$ cat src/rtl/bus_arbiter_2to1.sv
// bus_arbiter_2to1
// Lets two requesters (port 0 = instruction fetch, port 1 = load/store) share one
// memory bus. Ports take turns (round-robin). A grant that is stalled by the memory
// stays locked to its owner until the handshake completes. Responses come back in
// order, and a small FIFO of owner IDs steers each response to the requester that
// issued it.
module bus_arbiter_2to1 #(
   parameter int AddrWidth      = 32,
   parameter int DataWidth      = 32,
   parameter int MaxOutstanding = 2
) (
   input  logic                       clk_i,
   input  logic                       rst_ni,
   input  logic [1:0]                 rq_valid_i,
   output logic [1:0]                 rq_ready_o,
   input  logic [2*AddrWidth-1:0]     rq_addr_i,
   input  logic [2*DataWidth-1:0]     rq_wdata_i,
   input  logic [2*DataWidth/8-1:0]   rq_wmask_i,
   output logic [1:0]                 rq_rvalid_o,
   output logic [DataWidth-1:0]       rq_rdata_o,
   output logic                       mem_valid_o,
   input  logic                       mem_ready_i,
   output logic [AddrWidth-1:0]       mem_addr_o,
   output logic [DataWidth-1:0]       mem_wdata_o,
   output logic [DataWidth/8-1:0]     mem_wmask_o,
   input  logic                       mem_rvalid_i,
   input  logic [DataWidth-1:0]       mem_rdata_i,
   output logic                       err_o
);

   localparam int MaskWidth = DataWidth / 8;
   localparam int PtrW      = (MaxOutstanding > 1) ? $clog2(MaxOutstanding) : 1;
   localparam int CntW      = $clog2(MaxOutstanding + 1);
   localparam logic [PtrW-1:0] LastPtr = PtrW'(MaxOutstanding - 1);
   localparam logic [CntW-1:0] MaxCnt  = CntW'(MaxOutstanding);

   logic            r_lock;
   logic            r_lockId;
   logic            r_prio;
   logic            r_err;
   logic [CntW-1:0] r_count;
   logic [PtrW-1:0] r_wrPtr;
   logic [PtrW-1:0] r_rdPtr;
   logic            r_idFifo [MaxOutstanding];

   logic            w_owner;
   logic            w_full;
   logic            w_memHs;
   logic            w_push;
   logic            w_pop;
   logic            w_headId;

   assign w_full   = (r_count == MaxCnt);
   assign w_headId = r_idFifo[r_rdPtr];
   assign w_memHs  = mem_valid_o && mem_ready_i;
   assign w_push   = w_memHs;
   assign w_pop    = mem_rvalid_i && (r_count != '0);
   assign err_o    = r_err;

   // Pick the owner of the bus: a locked owner wins outright, otherwise priority breaks ties
   always_comb begin
      w_owner = 1'b0;
      if (r_lock) begin
         w_owner = r_lockId;
      end else if (rq_valid_i == 2'b11) begin
         w_owner = r_prio;
      end else if (rq_valid_i[1]) begin
         w_owner = 1'b1;
      end
   end

   // Steer the owner's request onto the memory bus and return its accept
   always_comb begin
      mem_valid_o = 1'b0;
      rq_ready_o  = 2'b00;
      mem_addr_o  = w_owner ? rq_addr_i[AddrWidth +: AddrWidth]  : rq_addr_i[0 +: AddrWidth];
      mem_wdata_o = w_owner ? rq_wdata_i[DataWidth +: DataWidth] : rq_wdata_i[0 +: DataWidth];
      mem_wmask_o = w_owner ? rq_wmask_i[MaskWidth +: MaskWidth] : rq_wmask_i[0 +: MaskWidth];
      if (rst_ni) begin
         mem_valid_o = rq_valid_i[w_owner] && !w_full;
         if (mem_ready_i && !w_full) begin
            rq_ready_o[w_owner] = 1'b1;
         end
      end
   end

   // Route a memory response to whichever requester sits at the FIFO head
   always_comb begin
      rq_rvalid_o = 2'b00;
      rq_rdata_o  = mem_rdata_i;
      if (rst_ni && w_pop) begin
         rq_rvalid_o[w_headId] = 1'b1;
      end
   end

   // Grant lock and round-robin priority: hold a stalled grant, then hand priority to the other port
   always_ff @(posedge clk_i or negedge rst_ni) begin
      if (!rst_ni) begin
         r_lock   <= 1'b0;
         r_lockId <= 1'b0;
         r_prio   <= 1'b0;
      end else begin
         if (mem_valid_o && !mem_ready_i) begin
            r_lock   <= 1'b1;
            r_lockId <= w_owner;
         end else if (w_memHs) begin
            r_lock <= 1'b0;
         end
         if (w_memHs) begin
            r_prio <= ~w_owner;
         end
      end
   end

   // In-order owner-ID FIFO: push on request handshake, pop on response
   always_ff @(posedge clk_i or negedge rst_ni) begin
      if (!rst_ni) begin
         r_wrPtr <= '0;
         r_rdPtr <= '0;
         r_count <= '0;
         for (int i = 0; i < MaxOutstanding; i++) begin
            r_idFifo[i] <= 1'b0;
         end
      end else begin
         if (w_push) begin
            r_idFifo[r_wrPtr] <= w_owner;
            r_wrPtr           <= (r_wrPtr == LastPtr) ? '0 : r_wrPtr + 1'b1;
         end
         if (w_pop) begin
            r_rdPtr <= (r_rdPtr == LastPtr) ? '0 : r_rdPtr + 1'b1;
         end
         case ({w_push, w_pop})
            2'b10:   r_count <= r_count + 1'b1;
            2'b01:   r_count <= r_count - 1'b1;
            default: r_count <= r_count;
         endcase
      end
   end

   // Sticky error flag: a response arrived while nothing was outstanding
   always_ff @(posedge clk_i or negedge rst_ni) begin
      if (!rst_ni) begin
         r_err <= 1'b0;
      end else if (mem_rvalid_i && (r_count == '0)) begin
         r_err <= 1'b1;
      end
   end

endmodule
$ cat config.mk
export PLATFORM = sky130hd
export DESIGN_NAME = bus_arbiter_2to1
export DESIGN_NICKNAME = d
export VERILOG_FILES = /design/src/rtl/bus_arbiter_2to1.sv
export SDC_FILE = /design/constraint.sdc
export NUM_CORES = 1
export LEC_CHECK = 0
export CAP_MARGIN = 30
export CELL_PAD_IN_SITES_DETAIL_PLACEMENT = 2
export CELL_PAD_IN_SITES_GLOBAL_PLACEMENT = 2
export CORE_AREA = 2 2 131 133
export CTS_CLUSTER_SIZE = 25
export DETAILED_ROUTE_END_ITERATION = 8
export DIE_AREA = 0 0 133 135
export GPL_ROUTABILITY_DRIVEN = 0
export MAX_ROUTING_LAYER = met4
export PLACE_DENSITY = 0.85
export SLEW_MARGIN = 10
export SYNTH_ARGS = -nofsm -noshare
export SYNTH_HDL_FRONTEND = slang
export SYNTH_SLANG_ARGS = --single-unit
$ cat constraint.sdc
create_clock -name clk_i -period 2.57 [get_ports clk_i]
set_input_delay 0.514 -clock clk_i [delete_from_list [all_inputs] [get_ports clk_i]]
set_output_delay 0.514 -clock clk_i [all_outputs]
set_load 0.02 [all_outputs]
; After elaboration in Yosys (flattened, before gate mapping)
; Cells that the tools add are included.
[totals]
memories = 0
register_bits = 10
elab_cells = 70
latchBits = 0
romBits = 0
ram_bits = 0
[op_classes]
n_reduce_logical = 16
add_sub_neg = 4
bitwise_logic = 3
n_lt_le_gt_ge = 7
multipliers = 0
muxes = 27
n_div = 0
eq_ne = 4
n_shift = 0
[ops]
columns = operator, count
row1 = 32-bit two-way mux, 2
row2 = 1-bit two-way mux, 16
row3 = 1-bit logical AND, 10
row4 = "2-bit equality test, second input constant", 3
row5 = 2-bit two-way mux, 3
row6 = 2-bit nonzero test, 3
row7 = "2-bit >= comparator, second input constant", 2
row8 = "1-bit by 2-bit less-than comparator with 1-bit output, second input constant", 2
row9 = 4-bit two-way mux, 1
row10 = 1-bit NOT with 2-bit output, 2
row11 = 2-bit one-hot mux with 2 select lines, 1
row12 = 1-bit demux with 1-bit select, 3
row13 = "1-bit adder, second input constant", 2
row14 = "2-bit by 1-bit adder with 2-bit output, second input constant", 1
row15 = 2-bit bitwise mux, 1
row16 = "2-bit by 1-bit equality test with 1-bit output, second input constant", 1
row17 = "1-bit >= comparator, second input constant", 2
row18 = 1-bit logical NOT, 2
row19 = 2-bit logical NOT, 1
row20 = "2-bit by 1-bit less-than comparator with 1-bit output, second input constant", 1
row21 = "2-bit by 1-bit subtractor with 2-bit output, second input constant", 1
row22 = 1-bit NOT, 1

; Depth between registers and ports, before layout
; Gate-level depths: netlist of run 1.
[logic_depth]
ltp_word = 10
depth_mapped = 7
mapped_depth_nobuf = 7

; Worst setup path before layout of run 1
; OpenSTA, ideal clock, no wires.
[synth_timing]
path_kind = input to output
from = input rq_valid_i[0]
to = output mem_addr_o[26]
cell_stages = 5
setup_slack_ns = 0.351
t_required_ns = 2.056
t_arrival_ns = 1.705
cell_sequence = buf_2 > nor2b_1 > o21ai_4 > buf_6 > mux2_1
[synth_via]
elab_chain_len = 4
[synth_lines]
columns = element, line_no
row1 = "start, declared", 14  ; input logic [1:0] rq_valid_i,
row2 = 2-bit equality test, 65  ; end else if (rq_valid_i == 2'b11) begin
row3 = 1-bit two-way mux, 65
row4 = 1-bit two-way mux, 63  ; if (r_lock) begin
row5 = 32-bit two-way mux, 76  ; mem_addr_o = w_owner ? rq_addr_i[AddrWidth +: AddrWidth] : rq_addr_i[0 +: AddrWidth];
row6 = "end, declared", 23  ; output logic [AddrWidth-1:0] mem_addr_o,
; No other way between the ends.

; Final worst setup path of run 1
[layout_timing]
from = input rq_valid_i[0]
to = output mem_addr_o[14]
; The elaborated chain is that of the path after synthesis.

==> flow_metrics.py, run 1 <==
metrics = {
    "run_status": {
        "outcome": "finished clean",
    },
    "cells_and_area": {
        "antenna_cells": 0,
        "drive_gt1_frac": 0.385,
        "stdcell_count": 581,
        "syn_to_final_growth_pct": 138,
        "fin_area_um2": 3890,
        "fin_util": 0.237,
        "finish.net_count": 537,
    },
    "timing": {
        "grt_setup_unrepaired": "true",
        "fmax_mhz": 397,
        "slew_headroom": 0.833,
        "setup_viol": 0,
        "finClkSkew_ps": 3.69,
        "setup_tns_ps": 0,
        "maxSlewViolCount": 0,
        "timing.final.crit_share": 0.980,
        "finalCriticalPeriod_ps": 2520,
        "worstMarginPinSlew_ps": 248,
        "hold_viol": 0,
        "worst_slack_ps": 51.8,
        "holdWs_ps": 475,
    },
    "yosys": {
        "syn_inst": 165,
        "synthArstFlopShare": 1.00,
        "synth.largest_area_cell": "mux2_2",
        "synthTopCellsByArea": "mux2_2, mux2_1, dfrtp_1",
        "synthTopCellsByCount": "mux2_2, buf_4, mux2_1",
        "ys_seq_area_frac": 0.153,
        "ys_warn_count": 0,
        "synth_most_common_cell": "mux2_2",
        "synthFlopType": "dfrtp_1",
        "netlist_area_um2": 1640,
        "synth_seq_cells": 10,
        "synth_edf_count": 0,
        "synth.top_cell.area_share": 0.275,
        "synth_cell_types": 30,
        "syn_nets": 340,
        "syn_area_per_cell_um2": 9.92,
    },
    "global_route": {
        "overflow": 0,
        "grt_use_total": 0.115,
        "grt_pass1_vias": 2430,
        "grt_max_degree": 16,
        "antenna_found_initial": 0,
        "grt_first_pass_wirelength_um": 15200,
    },
    "cts": {
        "cts_tree": "built",
        "cts.sinks": 10,
        "insertion_delay_ps": 240,
        "cts_buffer_depth": 2,
        "htreeDepth": 1,
        "cts-root-buf": "clkbuf_16",
        "hold_buffers": 0,
        "numCtsBuffers": 3,
        "clk_pin_slew_ps": 40,
    },
    "drt": {
        "drc": 0,
        "vias_per_cell": 3.55,
        "routedWlPerCell_um": 18.0,
        "vias": 2061,
        "drtIter0Drc": 23,
        "wl_um": 10500,
        "drtAntennaViolNets": 0,
        "first_pass_iters": 2,
    },
    "setup_path": {
        "startpoint_type": "input pin",
        "arrival_ps": 2000,
        "crit_type": "input pin to output port",
        "cp_max_fo": 8,
        "worstPathRequired_ps": 2060,
        "end_kind": "output port",
    },
    "pwr": {
        "pwr_density_cell_nw_per_um2": 928,
        "finalPower_mw": 3.61,
        "peakVddDrop_mv": 0.374,
        "leakagePower_nw": 1.59,
    },
    "floorplanning": {
        "die_w_um": 133,
        "start_util": 0.0997,
        "num_rows": 47,
        "ios": 280,
        "core_area_um2": 16400,
        "die_area_um2": 18000,
        "die_height_um": 135,
    },
    "min_path": {
        "hold_path_class": "flip-flop to flip-flop",
    },
    "placed_design": {
        "placed_area_um2": 3830,
        "dp.cells": 568,
        "hpwl_um": 8370,
        "port_buffers": 215,
        "dp_slack_ps": -630,
    },
    "flow_run": {
        "drv_cap": 0,
    },
}
## cell type report
| type | instances | area, um2 |
|---|---|---|
| Clock buffer | 4 | 88.8 |
| Inverter | 2 | 7.51 |
| Sequential cell | 10 | 250 |
| Fill cell | 1827 | 12500 |
| Tap cell | 220 | 275 |
| Multi-Input combinational cell | 112 | 1070 |
| Timing Repair Buffer | 233 | 2200 |
## report_power, final
part	internal (mW)	switching [mW]
logic	1.58	1.40
clock network	0.235	0.0798
registers	0.233	0.0809
## what timing repair did
| item | in CTS | in global routing |
|---|---|---|
| resized for setup | 276 | 11 |
| endpoints found under the hold margin | 0 | 0 |
| pin swaps | 1 | 0 |
| gates cloned | 5 | 0 |
| endpoints found under the setup margin | 72 | 22 |
| buffers inserted | 4 | 0 |
## routing by layer
metal | vias up | share of wire | GRT usage
met5 | - | 0 | -
li1 | 950 | - | -
met1 | 971 | 0.37 | 0.117
met4 | 0 | 0.0080 | 0.0185
met2 | 133 | 0.54 | 0.223
met3 | 7 | 0.083 | 0.0308
## final timing paths
path / cells past startpoint / slack, ps / end / from
max: 7 / 50 / mem_addr_o[14] / rq_valid_i[0]
min: 1 / 480 / err_o / err_o
max reg2reg: 7 / 630 / r_count[1] / r_count[0]
min reg2reg: 1 / 480 / err_o / err_o
max in group asynchronous: 2 / 1750 / r_rdPtr / rst_ni
min in group asynchronous: 2 / 670 / r_prio / rst_ni
## flip-flops by register name, indices dropped and copies added (netlist names)
name      flops
err_o         1
r_count       2
r_idFifo      2
r_lock        1
r_lockId      1
r_prio        1
r_rdPtr       1
r_wrPtr       1
## cell families after synthesis
group	Yosys count	synth area share
AOI/OAI and AO/OA	11	0.0482
xor gates and xnor gates	5	0.0268
adders and majority gates	1	0.00764
buffers and inverters	43	0.205
DFF	10	0.153
muxes	70	0.480
and+or+nand+nor	25	0.0795
## critical path, cell delays in order
cell and delay, ps:
dlygate4sd2_1 250, nor2b_4 140, o21ai_4 160, buf_8 160
bufbuf_16 280, mux2_2 330, buf_2 160
## layout by cell type (no fill, tap or decap), types with 2 or more instances in the layout
| cell | netlist | routed |
|---|---|---|
| mux2_2 | 40 | 43 |
| xor2_1 | 2 | 2 |
| a21oi_1 | 3 | 3 |
| clkbuf_2 | 0 | 4 |
| dlygate4sd2_1 | 0 | 3 |
| buf_2 | 1 | 47 |
| nand3b_1 | 3 | 3 |
| nand2b_1 | 2 | 2 |
| xnor2_1 | 3 | 3 |
| mux2_4 | 0 | 2 |
| buf_16 | 0 | 3 |
| nor3_1 | 2 | 2 |
| nand3_1 | 2 | 2 |
| clkbuf_16 | 0 | 3 |
| mux2i_1 | 2 | 2 |
| bufbuf_16 | 0 | 2 |
| inv_1 | 2 | 2 |
| nor2_1 | 7 | 7 |
| buf_4 | 32 | 14 |
| clkdlybuf4s50_1 | 0 | 140 |
| o21ai_0 | 2 | 2 |
| buf_12 | 0 | 4 |
| clkdlybuf4s15_2 | 0 | 13 |
| dfrtp_1 | 10 | 10 |
| nand2_1 | 4 | 4 |
| mux2_1 | 28 | 23 |
No activity file was read; power rests on OpenSTA's default activity.
==> inputs of run 2 (changes only) <==
--- a/config.mk
+++ b/config.mk
@@ -15,7 +15,7 @@
 export GPL_ROUTABILITY_DRIVEN = 0
 export MAX_ROUTING_LAYER = met4
 export PLACE_DENSITY = 0.85
-export SLEW_MARGIN = 10
+export SLEW_MARGIN = 20
 export SYNTH_ARGS = -nofsm -noshare
 export SYNTH_HDL_FRONTEND = slang
 export SYNTH_SLANG_ARGS = --single-unit
==> results of run 2 <==
No change in the layout: final DEF, timing and power equal those of run 1.
